$ cat config.mk
export PLATFORM = sky130hd
export DESIGN_NAME = sound_event_scheduler
export DESIGN_NICKNAME = d
export VERILOG_FILES = /design/src/rtl/sound_event_scheduler.sv
export SDC_FILE = /design/constraint.sdc
export NUM_CORES = 1
export LEC_CHECK = 0
export BUFFER_PORTS_ARGS = -buffer_cell sky130_fd_sc_hd__buf_2
export CAP_MARGIN = 20
export CORE_UTILIZATION = 65
export DETAILED_ROUTE_END_ITERATION = 10
export PLACE_DENSITY = 0.83
export SETUP_SLACK_MARGIN = 0.5
export SYNTH_ARGS = -nofsm -noshare
export SYNTH_HDL_FRONTEND = slang
export SYNTH_SLANG_ARGS = --single-unit
$ cat constraint.sdc
create_clock -name clk -period 4 [get_ports clk]
set_input_delay 0.8 -clock clk [delete_from_list [all_inputs] [get_ports clk]]
set_output_delay 0.8 -clock clk [all_outputs]
set_load 0.02 [all_outputs]
$ cat src/rtl/sound_event_scheduler.sv
// Fixed-priority (crash > point > flap) arbiter and square-wave note sequencer driving one audio pin.
// Optional macro SOUND_FADE_EN adds a 25 % duty fade over the last quarter of every note.
module sound_event_scheduler #(
   parameter int unsigned FLAP_HALF    = 113636,
   parameter int unsigned POINT_A_HALF = 50607,
   parameter int unsigned POINT_B_HALF = 37907,
   parameter int unsigned CRASH_HALF   = 333333,
   parameter int unsigned NOTE_LEN     = 5000000,
   parameter int unsigned CRASH_LEN    = 20000000,
   parameter int unsigned CNT_W        = 25
) (
   input  logic       clk,
   input  logic       rst,
   input  logic       en,
   input  logic       req_flap,
   input  logic       req_point,
   input  logic       req_crash,
   output logic       audio_out,
   output logic [2:0] grant,
   output logic       busy,
   output logic       locked
);

   typedef enum logic [2:0] {
      S_IDLE, S_FLAP, S_POINT_A, S_POINT_B, S_CRASH, S_LOCKOUT
   } state_t;

   localparam logic [CNT_W-1:0] FLAP_H  = CNT_W'(FLAP_HALF);
   localparam logic [CNT_W-1:0] PA_H    = CNT_W'(POINT_A_HALF);
   localparam logic [CNT_W-1:0] PB_H    = CNT_W'(POINT_B_HALF);
   localparam logic [CNT_W-1:0] CRASH_H = CNT_W'(CRASH_HALF);
   localparam logic [CNT_W-1:0] NOTE_L  = CNT_W'(NOTE_LEN);
   localparam logic [CNT_W-1:0] CRASH_L = CNT_W'(CRASH_LEN);

   state_t           state_q, state_d;
   logic [CNT_W-1:0] tone_q, tone_d;
   logic [CNT_W-1:0] dur_q, dur_d;
   logic             sq_q, sq_d;
   logic             audio_q, audio_d;
   logic [2:0]       grant_q, grant_d;
   logic             busy_q, busy_d;
   logic             locked_q, locked_d;
   logic             enter, cur_note, nxt_note;

   function automatic logic [CNT_W-1:0] half_of(input state_t s);
      case (s)
         S_FLAP:    return FLAP_H;
         S_POINT_A: return PA_H;
         S_POINT_B: return PB_H;
         S_CRASH:   return CRASH_H;
         default:   return FLAP_H;
      endcase
   endfunction

   function automatic logic [CNT_W-1:0] len_of(input state_t s);
      return (s == S_CRASH) ? CRASH_L : NOTE_L;
   endfunction

   function automatic logic is_note(input state_t s);
      return (s == S_FLAP) || (s == S_POINT_A) || (s == S_POINT_B) || (s == S_CRASH);
   endfunction

`ifdef SOUND_FADE_EN
   logic [1:0] pwm_q, pwm_d;
   logic       fade;
`endif

   always_comb begin
      state_d  = state_q;
      enter    = 1'b0;
      cur_note = is_note(state_q);

      if (cur_note && dur_q == '0) begin
         case (state_q)
            S_FLAP:    state_d = S_IDLE;
            S_POINT_A: begin state_d = S_POINT_B; enter = 1'b1; end
            S_POINT_B: state_d = S_IDLE;
            S_CRASH:   state_d = S_LOCKOUT;
            default:   state_d = state_q;
         endcase
      end

      // Requests override a coinciding natural note end; losers are simply dropped.
      if (req_crash && state_q != S_CRASH && state_q != S_LOCKOUT) begin
         state_d = S_CRASH;
         enter   = 1'b1;
      end else if (req_point && (state_q == S_IDLE || state_q == S_FLAP ||
                                 state_q == S_POINT_A || state_q == S_POINT_B)) begin
         state_d = S_POINT_A;
         enter   = 1'b1;
      end else if (req_flap && (state_q == S_IDLE || state_q == S_FLAP)) begin
         state_d = S_FLAP;
         enter   = 1'b1;
      end

      nxt_note = is_note(state_d);
      tone_d   = '0;
      dur_d    = '0;
      sq_d     = 1'b0;
      if (enter) begin
         dur_d = len_of(state_d) - 1'b1;
      end else if (nxt_note) begin
         // Not entering but still in a note implies the same note continues.
         dur_d = dur_q - 1'b1;
         if (tone_q == half_of(state_q) - 1'b1) begin
            tone_d = '0;
            sq_d   = ~sq_q;
         end else begin
            tone_d = tone_q + 1'b1;
            sq_d   = sq_q;
         end
      end

      audio_d = sq_d & en;
`ifdef SOUND_FADE_EN
      pwm_d = pwm_q + 2'd1;
      fade  = nxt_note && (dur_d < (len_of(state_d) >> 2));
      if (fade) audio_d = audio_d & (pwm_d == 2'd0);
`endif

      case (state_d)
         S_FLAP:               grant_d = 3'b001;
         S_POINT_A, S_POINT_B: grant_d = 3'b010;
         S_CRASH:              grant_d = 3'b100;
         default:              grant_d = 3'b000;
      endcase
      busy_d   = (state_d != S_IDLE);
      locked_d = (state_d == S_LOCKOUT);
   end

   always_ff @(posedge clk or posedge rst) begin
      if (rst) begin
         state_q  <= S_IDLE;
         tone_q   <= '0;
         dur_q    <= '0;
         sq_q     <= 1'b0;
         audio_q  <= 1'b0;
         grant_q  <= 3'b000;
         busy_q   <= 1'b0;
         locked_q <= 1'b0;
      end else begin
         state_q  <= state_d;
         tone_q   <= tone_d;
         dur_q    <= dur_d;
         sq_q     <= sq_d;
         audio_q  <= audio_d;
         grant_q  <= grant_d;
         busy_q   <= busy_d;
         locked_q <= locked_d;
      end
   end

`ifdef SOUND_FADE_EN
   always_ff @(posedge clk or posedge rst) begin
      if (rst) pwm_q <= 2'd0;
      else     pwm_q <= pwm_d;
   end
`endif

   assign audio_out = audio_q;
   assign grant     = grant_q;
   assign busy      = busy_q;
   assign locked    = locked_q;

endmodule
=== Yosys cells after proc, flatten, opt, wreduce, memory -nomap -nowiden ===
Cells that the tools add are included.
W data, S select, Z words.

* Bits in registers: 60
* Input bits: 6
* Output and inout bits: 6
* Word-level logic and storage cells: 68

* $add $sub $neg: 4
* Eq/ne operators: 12
* Multiplexer cells: 23
* Bitwise logic cells: 2
* Reduce and logical (&&, ||, !) cells: 19

{| class="wikitable"
|+ Operators with widths
! cell !! number
|-
| $mux W25 || 8
|-
| $sub A25 B1 Y25 const B || 3
|-
| $pmux W19 S3 || 1
|-
| $add A25 B1 Y25 const B || 1
|-
| $eq A25 B25 Y1 || 1
|-
| $logic_not A25 Y1 || 1
|-
| $pmux W3 S3 || 2
|-
| $eq A3 B2 Y1 const B || 4
|-
| $mux W3 || 4
|-
| $eq A3 B3 Y1 const B || 3
|-
| $logic_or A1 B1 Y1 || 9
|-
| $mux W1 || 8
|-
| $eq A3 B1 Y1 const B || 2
|-
| $ne A3 B3 Y1 const B || 2
|-
| $logic_and A1 B1 Y1 || 5
|-
| $reduce_or A2 Y1 || 2
|-
| $logic_not A3 Y1 || 1
|-
| $reduce_bool A3 Y1 || 1
|-
| $and A1 B1 Y1 || 1
|-
| $not A1 Y1 || 1
|}

=== Depth between registers and ports, before layout ===
* Depth after elaboration: 21
* Mapped depth: 9
* Gate-level depth less buffers: 7

=== Worst setup path after synthesis ===
OpenSTA, ideal clock, no wires.

* Path type: input to register
* Start point: input req_crash
* End point: register tone_q[10]
* Library setup time: 121 ps
* Arrival: 2499 ps
* Data required time: 3879 ps
* Slack: 1380 ps
* Stages: 8
* Buffers on the path: 2
* Path through: clkbuf_1 > a21boi_0 > o21a_1 > o31a_1 > or3_1 > nand3_2 > buf_2 > nor2_1

* Cells in the longest elaborated chain, start to end: 9
* Elaborated cells between the ends (all ways): 13
* Those cells by class: eq/ne: 4; mux: 4; reduce/logical: 5

{| class="wikitable"
|+ RTL lines
! item !! RTL line !! source
|-
| from (decl) || 17 || <nowiki>input logic req_crash,</nowiki>
|-
| $logic_and A1 B1 Y1 * (2 in series) || 84 || <nowiki>if (req_crash && state_q != S_CRASH && state_q != S_LOCKOUT) begin</nowiki>
|-
| $mux W3 || 84 ||
|-
| $eq A3 B1 Y1 / $eq A3 B2 Y1 (equally long branches) || 60 || <nowiki>return (s == S_FLAP) || (s == S_POINT_A) || (s == S_POINT_B) || (s == S_CRASH);</nowiki>
|-
| $logic_or A1 B1 Y1 (3 in series) || 60 ||
|-
| $mux W25 || 102 || <nowiki>end else if (nxt_note) begin</nowiki>
|-
| $mux W25 * || 100 || <nowiki>if (enter) begin</nowiki>
|-
| named net tone_d[10] || 36 || <nowiki>logic [CNT_W-1:0] tone_q, tone_d;</nowiki>
|-
| to (signal assigned) || 143 || <nowiki>tone_q <= tone_d;</nowiki>
|-
| to (decl) || 36 ||
|}

Mark *: on every way through the listed nets, which the timed path passes. The rest lies on a longest branch.

=== Worst setup path after layout ===
* Start point: register dur_q[2]
* End point: register dur_q[4]

* Cells in the longest elaborated chain, start to end: 12
* Elaborated cells between the ends (all ways): 20
* Those cells by class: add/sub: 1; eq/ne: 4; mux: 10; reduce/logical: 5

{| class="wikitable"
|+ RTL lines
! item !! RTL line !! source
|-
| from (decl) || 37 || <nowiki>logic [CNT_W-1:0] dur_q, dur_d;</nowiki>
|-
| from (signal assigned) || 144 || <nowiki>dur_q <= dur_d;</nowiki>
|-
| $logic_not A25 Y1 || 73 || <nowiki>if (cur_note && dur_q == '0) begin</nowiki>
|-
| $logic_and A1 B1 Y1 || 73 ||
|-
| $mux W3 || 73 ||
|-
| $mux W3 || 91 || <nowiki>end else if (req_flap && (state_q == S_IDLE || state_q == S_FLAP)) begin</nowiki>
|-
| $mux W3 || 87 || <nowiki>end else if (req_point && (state_q == S_IDLE || state_q == S_FLAP ||</nowiki>
|-
| $mux W3 || 84 ||
|-
| $eq A3 B1 Y1 / $eq A3 B2 Y1 (equally long branches) || 60 ||
|-
| $logic_or A1 B1 Y1 (3 in series) || 60 ||
|-
| $mux W25 || 102 ||
|-
| $mux W25 * || 100 ||
|-
| named net dur_d[4] || 37 ||
|}

Marked as above.

==> flow_metrics.tcl <==
set metrics [dict create \
    status "finished clean" \
    synth_nets 369 \
    layout.nets 377 \
    via_per_inst 5.84 \
    synthTopCellsByCount "60 x dfrtp_1, 58 x nor2_1, 26 x o21ai_0" \
    grt_max_degree 41 \
    syn_inst 360 \
    period_share_pct 74.7 \
    critPathLaunchType "flop" \
    final.setup.tns_ns 0 \
    htree_levels 3 \
    critPathMaxFanout 9 \
    worstPathArrival_ns 3.18 \
    worst_clock_skew_ns 0.0102 \
    ios 12 \
    area_growth_syn_to_layout_pct 8.34 \
    clkTransAtPathRegs_ns 0.07 \
    dr_total_vias 2563 \
    routed_wl_mm 6.64 \
    hp-start "dur_q[0]" \
    drt_first_pass_iters 4 \
    final_max_slew_viol_count 0 \
    grt_pass1_vias 2384 \
    finalPower_w 0.00229 \
    clock_path_buffers 2 \
    synthTopCellsByArea "dfrtp_1 45%, nor2_1 6.6%, xnor2_1 6.3%" \
    worstSetupPathType "flop to flop" \
    synth_flop_cell "dfrtp_1" \
    synthMostInstantiatedCell "dfrtp_1" \
    grt_pass1_wl_mm 11.1 \
    hold_class "flop to flop" \
    finish.instance_area_um2 3590 \
    clk_latency_ns 0.35 \
    drt-wirelength-per-cell_um 15.1 \
    seq_area_frac_synth_pct 45.3 \
    post-place-ws_ns 1.03 \
    max-slew-margin-rel_pct 44.9 \
    leakagePower_nw 1.56 \
    ir_drop_uv 302 \
    holdWs_ns 0.532 \
    ant_nets 0 \
    fmax_mhz 335 \
    post_cts_resize_count 0 \
    drc 0 \
    cts_tree "done" \
    antenna_found_initial 0 \
    cp_cell_sequence "nor4_1, nand3b_1, nor4_4, mux2i_2, xnor2_2, o21ai_0" \
    routabilityCongestion 0.890 \
    seqCellArea_um2 1500 \
    final.min_clock_period_ns 2.99 \
    post-synth-top-area-cell "dfrtp_1" \
    final_hold_viol_count 0 \
    yosysTopAreaCellShare_pct 45.3 \
    worst_hold_path.endpoint "dur_q[0]" \
    grt-ovfl-total 0 \
    synth-seq-cells 60 \
    synth-edff-count 0 \
    fill_cells 361 \
    rsz0062_at_grt "false" \
    multi_input_area_um2 1710 \
    place_hpwl_mm 4.53 \
    yosysWarnings 0 \
    r2r-end "dur_q[4]" \
    dieArea_um2 5390 \
    dieWidth_um 73.4 \
    setup_violations 0 \
    drive_above_1_share_pct 10.2 \
    clock-sinks 60 \
    reg2reg_setup_slack_ns 1.01 \
    core_area_um2 4820 \
    r2r_cells 6 \
    start_util_pct 68.8 \
    grt_usage_pct 28.1 \
    n_antenna_cell 0 \
    port_buffers 11 \
    tightest_slew_ns 0.825 \
    critical_path.max_stage_delay_ns 0.70 \
    root_buffer "clkbuf_8" \
    min_path_cells 1 \
    critical_path.slowest_cell "nor4_1" \
    synthArstFlopShare_pct 100 \
    endpoint_kind "flop" \
    placedInstanceArea_um2 3400 \
    synth_cell_types 47 \
    rows 25 \
    cellPowerDensity_nw_per_um2 638 \
    synth_area_um2 3320 \
    postCtsSetupRepairBufs 0 \
    avgSynthCellArea_um2 9.21 \
    worst_ep_required_time_ns 4.19 \
    cts_buffers 9 \
    reg2reg_from "dur_q[2]" \
    max_cap_viol_count 0 \
    hold_buffers 0 \
    fp.dieH_um 73.4 \
    final.setup.worst_slack_ns 1.01 \
    drt_iter0_markers 171 \
]
worst max path at each step:
stage,start,endpoint,slack [ns],cells past startpoint
after floorplan,req_crash,tone_q[10],1.38,8
after global placement,req_crash,dur_q[10],1.14,7
after detailed placement,dur_q[2],dur_q[11],1.03,6
after CTS,dur_q[2],dur_q[4],1.03,6
after global routing,dur_q[2],dur_q[7],0.74,6
final,dur_q[2],dur_q[4],1.01,6
power breakdown:
| group | switching, W | internal, W |
|---|---|---|
| registers | 0.000137 | 0.000735 |
| logic | 0.000569 | 0.000336 |
| clock network | 0.000225 | 0.000288 |
routing by layer:
layer	part of all wire (%)	vias up	GRT usage (%)
met1	45	1232	35.6
met3	3.8	11	10.0
met4	1.6	0	9.40
met5	0	-	0
met2	50	53	45.1
li1	-	1267	-
cell type report:
type	count	share of cell area, %
well taps	67	2.33
inverters	10	1.04
multi-input cells	274	47.6
clock inverters	1	0.139
repair buffers	13	1.95
flip-flops and latches	60	41.8
clock buffers	14	5.09
per-stage QoR:
stage	instances	util [%]
2_1_floorplan	360	-
3_3_place_gp	424	70.7
3_5_place_dp	424	70.7
4_1_cts	439	74.6
5_1_grt	439	74.6
6_report	439	74.6
sequential cells by signal, summed over array words and instances (netlist names):
| signal | cells |
|---|---|
| sq_q | 1 |
| grant | 3 |
| dur_q | 25 |
| audio_out | 1 |
| state_q | 3 |
| busy | 1 |
| tone_q | 25 |
| locked | 1 |
cell usage in the layout, fill, tap and decap left out, types with 4 or more instances in the layout:
cell | synthesis | layout
nand2_1 | 23 | 23
and3_1 | 6 | 6
nand3_1 | 10 | 10
inv_1 | 10 | 9
nor3_1 | 10 | 10
nor4_1 | 10 | 10
dfrtp_1 | 60 | 60
nand4_1 | 8 | 8
xnor2_1 | 24 | 24
or4_1 | 7 | 7
nor2_1 | 58 | 58
or3_1 | 4 | 4
buf_2 | 4 | 11
a21oi_1 | 14 | 14
nand2b_1 | 5 | 5
xor2_1 | 23 | 23
clkbuf_8 | 0 | 13
o21ai_0 | 26 | 26
logic make-up after synthesis:
group	synth area share [%]
AOI/OAI and AO/OA	9.47
adders and majority gates	1.13
DFF	45.3
buffers and inverters	3.09
muxes	0.415
xor gates and xnor gates	13.4
and+or+nand+nor	27.2
worst max-delay path, delay by kind of cell, from the launching register on:
family          cells  cell delay, ns
compound gates      1            0.15
xor+xnor            1            0.23
mux                 1            0.60
simple gates        3            1.44
flops               1            0.42
Note: power is estimated with default switching activity, not from simulation.
